**src/rtl/rv_top_pkg.sv**
```systemverilog
// Shared definitions for the CPU top level: loader FSM encoding and memory word stride.
package rv_top_pkg;

  typedef enum logic [1:0] {
    StHold = 2'd0,
    StLoad = 2'd1,
    StRun  = 2'd2
  } ld_state_e;

  localparam int unsigned WordStride = 4;

endpackage

```
**src/rtl/ld_addr_gen.sv**
```systemverilog
// Burst address generator: word-aligned address register, remaining-word counter,
// data-memory range check and last-word detect.
module ld_addr_gen
  import rv_top_pkg::*;
#(
  parameter int unsigned      ADDR_W      = 32,
  parameter int unsigned      DEPTH_WORDS = 64,
  parameter logic [ADDR_W-1:0] BASE_ADR   = '0,
  parameter int unsigned      CNT_W       = $clog2(DEPTH_WORDS) + 1
) (
  input  logic              clk,
  input  logic              reset,
  input  logic              load,
  input  logic              advance,
  input  logic [ADDR_W-1:0] ld_adr,
  input  logic [CNT_W-1:0]  ld_count,
  output logic [ADDR_W-1:0] adr,
  output logic [CNT_W-1:0]  rem,
  output logic              in_range,
  output logic              last_word
);

  localparam logic [ADDR_W-1:0] AlignMask = ~ADDR_W'(WordStride - 1);
  localparam logic [ADDR_W-1:0] StrideAdr = ADDR_W'(WordStride);
  localparam logic [ADDR_W:0]   SpanBytes = (ADDR_W + 1)'(WordStride * DEPTH_WORDS);

  logic [ADDR_W-1:0] adr_q, adr_d;
  logic [CNT_W-1:0]  rem_q, rem_d;
  logic [ADDR_W:0]   offset;

  always_comb begin
    adr_d = adr_q;
    rem_d = rem_q;
    if (load) begin
      adr_d = ld_adr & AlignMask;
      rem_d = ld_count;
    end else if (advance) begin
      adr_d = adr_q + StrideAdr;
      if (rem_q != '0) begin
        rem_d = rem_q - 1'b1;
      end
    end
  end

  always_ff @(posedge clk or posedge reset) begin
    if (reset) begin
      adr_q <= '0;
      rem_q <= '0;
    end else begin
      adr_q <= adr_d;
      rem_q <= rem_d;
    end
  end

  // One extra bit keeps addresses below BASE_ADR from wrapping into the window.
  assign offset    = {1'b0, adr_q} - {1'b0, BASE_ADR};
  assign in_range  = (offset < SpanBytes);
  assign last_word = (rem_q == CNT_W'(1));
  assign adr       = adr_q;
  assign rem       = rem_q;

endmodule

```
**src/rtl/dmem_loader_arbiter.sv**
```systemverilog
// External burst loader with data-memory port arbitration: the host owns the port and the
// CPU is held in reset while loading; the CPU owns the port in RUN.
module dmem_loader_arbiter
  import rv_top_pkg::*;
#(
  parameter int unsigned       DATA_W      = 32,
  parameter int unsigned       ADDR_W      = 32,
  parameter int unsigned       DEPTH_WORDS = 64,
  parameter logic [ADDR_W-1:0] BASE_ADR    = '0,
  parameter int unsigned       CNT_W       = $clog2(DEPTH_WORDS) + 1
) (
  input  logic              clk,
  input  logic              reset,
  input  logic              ld_start,
  input  logic [ADDR_W-1:0] ld_adr,
  input  logic [CNT_W-1:0]  ld_count,
  input  logic              ld_valid,
  input  logic [DATA_W-1:0] ld_data,
  output logic              ld_ready,
  output logic              ld_done,
  output logic              ld_err,
  output logic              cpu_reset,
  input  logic              cpu_we,
  input  logic [ADDR_W-1:0] cpu_adr,
  input  logic [DATA_W-1:0] cpu_wdata,
  output logic              mem_we,
  output logic [ADDR_W-1:0] mem_adr,
  output logic [DATA_W-1:0] mem_wdata
);

  ld_state_e         state_q, state_d;
  logic              done_q, done_d;
  logic              err_q, err_d;
  logic              accept;
  logic              start_take;
  logic              count_zero;
  logic [ADDR_W-1:0] adr;
  logic [CNT_W-1:0]  rem;
  logic              in_range;
  logic              last_word;

  ld_addr_gen #(
    .ADDR_W      (ADDR_W),
    .DEPTH_WORDS (DEPTH_WORDS),
    .BASE_ADR    (BASE_ADR),
    .CNT_W       (CNT_W)
  ) u_addr_gen (
    .clk       (clk),
    .reset     (reset),
    .load      (start_take),
    .advance   (accept),
    .ld_adr    (ld_adr),
    .ld_count  (ld_count),
    .adr       (adr),
    .rem       (rem),
    .in_range  (in_range),
    .last_word (last_word)
  );

  assign accept     = ld_valid && (state_q == StLoad);
  // A start during LOAD is dropped so a running burst cannot be corrupted.
  assign start_take = ld_start && (state_q != StLoad);
  assign count_zero = (ld_count == '0);

  always_comb begin
    state_d = state_q;
    unique case (state_q)
      StHold: begin
        if (start_take) begin
          state_d = count_zero ? StRun : StLoad;
        end
      end
      StLoad: begin
        if (accept && last_word) begin
          state_d = StRun;
        end
      end
      StRun: begin
        if (start_take && !count_zero) begin
          state_d = StLoad;
        end
      end
      default: state_d = StHold;
    endcase
  end

  // Done marks entry into RUN only; a RUN->RUN reload with count 0 stays silent.
  always_comb begin
    done_d = (state_q != StRun) && (state_d == StRun);
    err_d  = err_q;
    if (start_take) begin
      err_d = 1'b0;
    end else if (accept && !in_range) begin
      err_d = 1'b1;
    end
  end

  always_ff @(posedge clk or posedge reset) begin
    if (reset) begin
      state_q <= StHold;
      done_q  <= 1'b0;
      err_q   <= 1'b0;
    end else begin
      state_q <= state_d;
      done_q  <= done_d;
      err_q   <= err_d;
    end
  end

  assign cpu_reset = (state_q != StRun);
  assign ld_ready  = (state_q == StLoad);
  assign ld_done   = done_q;
  assign ld_err    = err_q;

  always_comb begin
    mem_we    = accept && in_range;
    mem_adr   = adr;
    mem_wdata = ld_data;
    if (state_q == StRun) begin
      mem_we    = cpu_we;
      mem_adr   = cpu_adr;
      mem_wdata = cpu_wdata;
    end
  end

  logic unused_rem;
  assign unused_rem = ^rem;

endmodule

```
**config.mk**
```make
export PLATFORM = sky130hd
export DESIGN_NAME = dmem_loader_arbiter
export DESIGN_NICKNAME = d
export VERILOG_FILES = /design/src/rtl/rv_top_pkg.sv /design/src/rtl/ld_addr_gen.sv /design/src/rtl/dmem_loader_arbiter.sv
export SDC_FILE = /design/constraint.sdc
export NUM_CORES = 1
export LEC_CHECK = 0
export ABC_AREA = 1
export CORE_MARGIN = 2
export CORE_UTILIZATION = 23
export CTS_CLUSTER_SIZE = 30
export DETAILED_ROUTE_END_ITERATION = 16
export SETUP_SLACK_MARGIN = 0.05
export SLEW_MARGIN = 20
export SYNTH_ARGS = -nofsm -noshare
export SYNTH_HDL_FRONTEND = slang
export SYNTH_SLANG_ARGS = --single-unit
```
**constraint.sdc**
```tcl
create_clock -name clk -period 1.7 [get_ports clk]
set_input_delay 0.17 -clock clk [delete_from_list [all_inputs] [get_ports clk]]
set_output_delay 0.17 -clock clk [all_outputs]
set_load 0.1 [all_outputs]
```
# Word-level counts from Yosys, hierarchy flattened
# Cells that the tools add are included.
# classes
addsub	2
n_bitwise	0
n_mul	0
div_mod_pow	0
n_shift	0
mux	15
eq_ne	6
order_cmp	1
n_reduce_logical	16
# op_table
cell	n
32-bit 2-to-1 mux	4
32-bit by 3-bit adder with 32-bit output, second input constant	1
32-bit by 9-bit less-than comparator with 1-bit output, second input constant	1
7-bit 2-to-1 mux	3
2-bit 2-to-1 mux	4
7-bit by 1-bit equality test with 1-bit output, second input constant	1
1-bit logical AND	7
7-bit logical NOT	1
7-bit nonzero test	1
7-bit by 1-bit subtractor with 7-bit output, second input constant	1
2-bit one-hot mux with 3 select lines	1
2-bit nonzero test	3
2-bit equality test, second input constant	2
1-bit 2-to-1 mux	3
2-bit by 1-bit equality test with 1-bit output, second input constant	1
1-bit logical NOT	2
2-bit logical NOT	1
2-bit by 1-bit inequality test with 1-bit output, second input constant	1
2-bit inequality test, second input constant	1
2-bit AND reduction	1
# word_totals
ff_bits	43
ramBits	0
output_inout_bits	69
mem_bits_ro	0
word_cells	45
latchBits	0
memories	0

# Longest topological paths before layout
# depth
word_depth	7
depth_mapped	10

# Modules after synthesis
# A second synthesis with hierarchy kept.
# unflattened
cells_unflattened	507
hier_area_um2	3896.2
# modules_own_cells
mod	cells_per_inst	instances	seq_area_each_um2	area_per_inst_um2
ld_addr_gen	403	1	925.9	2687.6
dmem_loader_arbiter	104	1	100.1	1208.7

# Worst setup path after synthesis
# No wires, ideal clock.
# synth_timing
kind	reg-to-output
start	register state_q[0]
end	output port mem_we
t_required_ns	1.530
stages_incl_launch_ff	6
t_arrival_ns	3.817
n_path_buf	1
slack_ns	-2.287
cell_sequence	dfrtp_1 > inv_2 > nor2_2 > nand2_2 > buf_6 > o21ai_0
# synth_via
elab_chain_len	4
# synth_lines
element	line	rtl
start: declaration	dmem_loader_arbiter.sv:31	ld_state_e state_q, state_d;
start signal: assignment	dmem_loader_arbiter.sv:100	state_q <= StHold;
start signal: assignment	dmem_loader_arbiter.sv:104	state_q <= state_d;
2-bit by 1-bit equality test with 1-bit output	-	
net ld_ready	dmem_loader_arbiter.sv:19	output logic ld_ready,
1-bit logical AND	dmem_loader_arbiter.sv:60	assign accept = ld_valid && (state_q == StLoad);
1-bit logical AND	dmem_loader_arbiter.sv:116	mem_we = accept && in_range;
1-bit 2-to-1 mux	dmem_loader_arbiter.sv:119	if (state_q == StRun) begin
end: declaration	dmem_loader_arbiter.sv:26	output logic mem_we,
# The timed path passes the listed nets, and every way through them passes these cells.

# Final worst setup path
# layout_timing
start	register state_q[1]
end	output port mem_adr[7]
# layout_via
elab_chain_len	2
# layout_lines
element	line	rtl
2-bit equality test	dmem_loader_arbiter.sv:119	
32-bit 2-to-1 mux	dmem_loader_arbiter.sv:119	
end: declaration	dmem_loader_arbiter.sv:27	output logic [ADDR_W-1:0] mem_adr,
# Every way passes these cells.

==> results.json <==
{
  "finClkSkew_ns": 0.00737,
  "wl_um": 16300,
  "core-area_um2": 15900,
  "grt_max_degree": 41,
  "synth_compound_area_frac": 0.107,
  "max_freq_mhz": 567,
  "ctsLongestPathBuffers": 2,
  "layout.nets": 1046,
  "initial_core_util": 0.235,
  "worstSkewPairLatency_ns": 0.29,
  "die_x_um": 132,
  "cts.htree.levels": 2,
  "rows": 46,
  "dp_hpwl_um": 12100,
  "ctsRootBufferMaster": "clkbuf_16",
  "status": "finished, violations left",
  "synth_top_family_by_area": "simple AND/OR/NAND/NOR gates",
  "drive_above_1_share": 0.290,
  "worst_slack_ns": -0.0645,
  "post_synth.cell_area_avg_um2": 5.56,
  "nFillCells": 1538,
  "wl_per_cell_um": 14.6,
  "irDropWorstVdd_uv": 980,
  "ys_seq_area_frac": 0.273,
  "leakage_nw": 3.56,
  "rsz0062_at_grt": "true",
  "area.growth.synth_to_final_pct": 116,
  "synth_fa_ha_area_frac": 0.0133,
  "fin_cells": 1119,
  "period_needed_ns": 1.76,
  "ant_nets": 0,
  "tritoncts": "done",
  "cp.arrival_ns": 1.59,
  "design.die.area_um2": 17400,
  "yosysWarnings": 0,
  "p_total_w": 0.0141,
  "synthSimpleGateAreaFrac": 0.515,
  "worstSetupEndpointType": "output pin",
  "critical_path_class": "reg2out",
  "final_cell_area_um2": 8110,
  "cpPeakStageDelay_ns": 0.36,
  "whs_ns": 0.115,
  "synth_top_cell_area_share": 0.293,
  "syn_nets": 819,
  "violations": "setup timing",
  "hold_buffers": 0,
  "portBuffers": 206,
  "dr.first_iter.drc_count": 212,
  "grt_pass1_wl_um": 26000,
  "vias": 5088,
  "ioPinCount": 209,
  "tightestPinTransition_ns": 0.319,
  "synth_cells": 675,
  "period_share": 1.04,
  "cp_max_fo": 8,
  "die_y_um": 132,
  "finalSetupViolations": 39,
  "ys_seq_elements": 41,
  "crit_path_start_kind": "register",
  "synth_mux_area_frac": 0,
  "synth_area_leaders": "nand2_1, dfrtp_1, nor2_1",
  "gr-total-overflow": 0,
  "synth_cell_types": 26,
  "viasPerCell": 4.55,
  "synthXorXnorAreaFrac": 0,
  "path_clk_slew_ns": 0.07,
  "slew_headroom": 0.788,
  "cts.sinks": 41,
  "async_reset_ff_frac": 1.00,
  "numCtsBuffers": 5,
  "maxCapViolCount": 0,
  "grt_antenna_before_repair": 0,
  "syn_area_um2": 3750,
  "slowest_stage": "dfrtp_1",
  "firstDrtPassIters": 4,
  "critical_path.cell_chain": "inv_2 -> nor2_4 -> buf_6 -> buf_12 -> buf_16 -> nand2_4 -> o21ai_4 -> buf_12",
  "finalMaxSlewViolations": 0,
  "synth-main-ff-cell": "dfrtp_1",
  "drc": 0,
  "dp_cells": 1097,
  "place_congestion": 0.956,
  "synth.largest_area_cell": "nand2_1",
  "grt_pass1_vias": 4907,
  "crit_top_cell": "buf_12",
  "antenna-diode-count": 0,
  "finalHoldViolations": 0,
  "crit_required_ns": 1.53,
  "power_density_nw_per_um2": 1740,
  "postPlaceCellArea_um2": 7450,
  "synth_enable_flop_cells": 0,
  "grt_use_total": 0.186,
  "hp-class": "in2async"
}
-- metal layers --
| layer | share of wire | GRT usage | vias up | wire [µm] |
|---|---|---|---|---|
| met5 | 0 | 0 | - | 0 |
| met4 | 0.015 | 0.0344 | 0 | 253 |
| met3 | 0.059 | 0.0323 | 19 | 958 |
| met2 | 0.49 | 0.325 | 182 | 8060 |
| met1 | 0.43 | 0.241 | 2300 | 7060 |
| li1 | - | - | 2587 | - |
-- worst paths after layout --
| kind | slack (ns) | from | end | cells past startpoint |
|---|---|---|---|---|
| worst max-delay path | -0.06 | state_q[1] | mem_adr[7] | 8 |
| max in group asynchronous | 1.06 | reset | u_addr_gen.adr[15] | 3 |
| worst max register to register | 0.17 | u_addr_gen.adr[3] | u_addr_gen.adr[24] | 10 |
| min in group clk | 0.46 | ld_adr[16] | u_addr_gen.adr[16] | 3 |
| worst min-delay path | 0.11 | reset | state_q[1] | 2 |
| worst min register to register | 0.52 | u_addr_gen.rem[6] | u_addr_gen.rem[6] | 2 |
-- critical path, delay by kind of cell (launching register included) --
kind	cells	cell delay, ns
buffers and inverters	5	0.66
DFF	1	0.36
AOI/OAI and AO/OA	1	0.07
and+or+nand+nor	2	0.21
-- cells in the mapped netlist, types with 4 or more instances --
cell,number
buf_2,9
nor3_1,13
buf_4,4
inv_1,46
o21ai_0,46
a21oi_1,9
nand2_2,4
nor2_1,97
ha_1,4
dfrtp_1,41
o211ai_1,6
nand4_1,5
clkbuf_1,11
nor2_2,7
or2_2,6
nand2_1,293
o21ai_1,10
inv_2,6
nand3_1,46
o22ai_1,4
-- cells by family (layout without fill, tap and decap cells) --
family / Yosys count / count (layout)
AND/OR/NAND/NOR: 475 / 475
buffers and inverters: 79 / 307
AO/OA/AOI/OAI: 76 / 76
flip-flops: 41 / 41
adder cells (fa/ha/maj): 4 / 4
-- where the power goes --
group / switching, W / internal, W / total, W
logic: 0.00702 / 0.00405 / 0.0111
registers: 0.000477 / 0.00142 / 0.00190
clock network: 0.000415 / 0.000734 / 0.00115
total: 0.00791 / 0.00621 / 0.0141
-- per-stage QoR --
| stage | util | setup slack (ns) | setup TNS (ns) |
|---|---|---|---|
| 2_1_floorplan | - | -0.301 | -0.307 |
| 3_3_place_gp | 0.467 | 0.0963 | 0 |
| 3_5_place_dp | 0.467 | 0.0755 | 0 |
| 4_1_cts | 0.502 | -0.0412 | -1.03 |
| 5_1_grt | 0.509 | -0.131 | -5.71 |
| 6_report | 0.509 | -0.0645 | -1.31 |
-- state kept, by name (all words and copies together) (netlist names) --
name,cells
ld_done,1
ld_err,1
state_q,2
u_addr_gen.adr,30
u_addr_gen.rem,7
-- layout make-up --
| class | instances | area, µm² | area share |
|---|---|---|---|
| clock buffers | 6 | 139 | 0.0171 |
| inverters | 53 | 209 | 0.0258 |
| multi-input cells | 555 | 3100 | 0.382 |
| clock inverters | 2 | 37.5 | 0.00463 |
| flip-flops and latches | 41 | 1030 | 0.128 |
| well taps | 216 | 270 | 0.0333 |
| repair buffers | 246 | 3320 | 0.409 |
-- repair_timing --
| item | CTS | global route |
|---|---|---|
| cloned | 7 | 0 |
| pin swaps | 7 | 10 |
| endpoints found under the setup margin | 65 | 83 |
| setup buffers | 7 | 0 |
| gates resized for setup | 48 | 34 |
-- layout by cell type, fill, tap and decap left out, drive strengths merged --
master,count
nand2,298
clkdlybuf4s50,137
buf,109
nor2,105
o21ai,56
inv,53
nand3,46
dfrtp,41
nor3,13
a21oi,9
o211ai,6
or2,6
clkbuf,6
nand4,5
o22ai,4
ha,4
nand3b,2
a211oi,1
clkinvlp,1
bufinv,1
(Power assumes the default switching activity.)
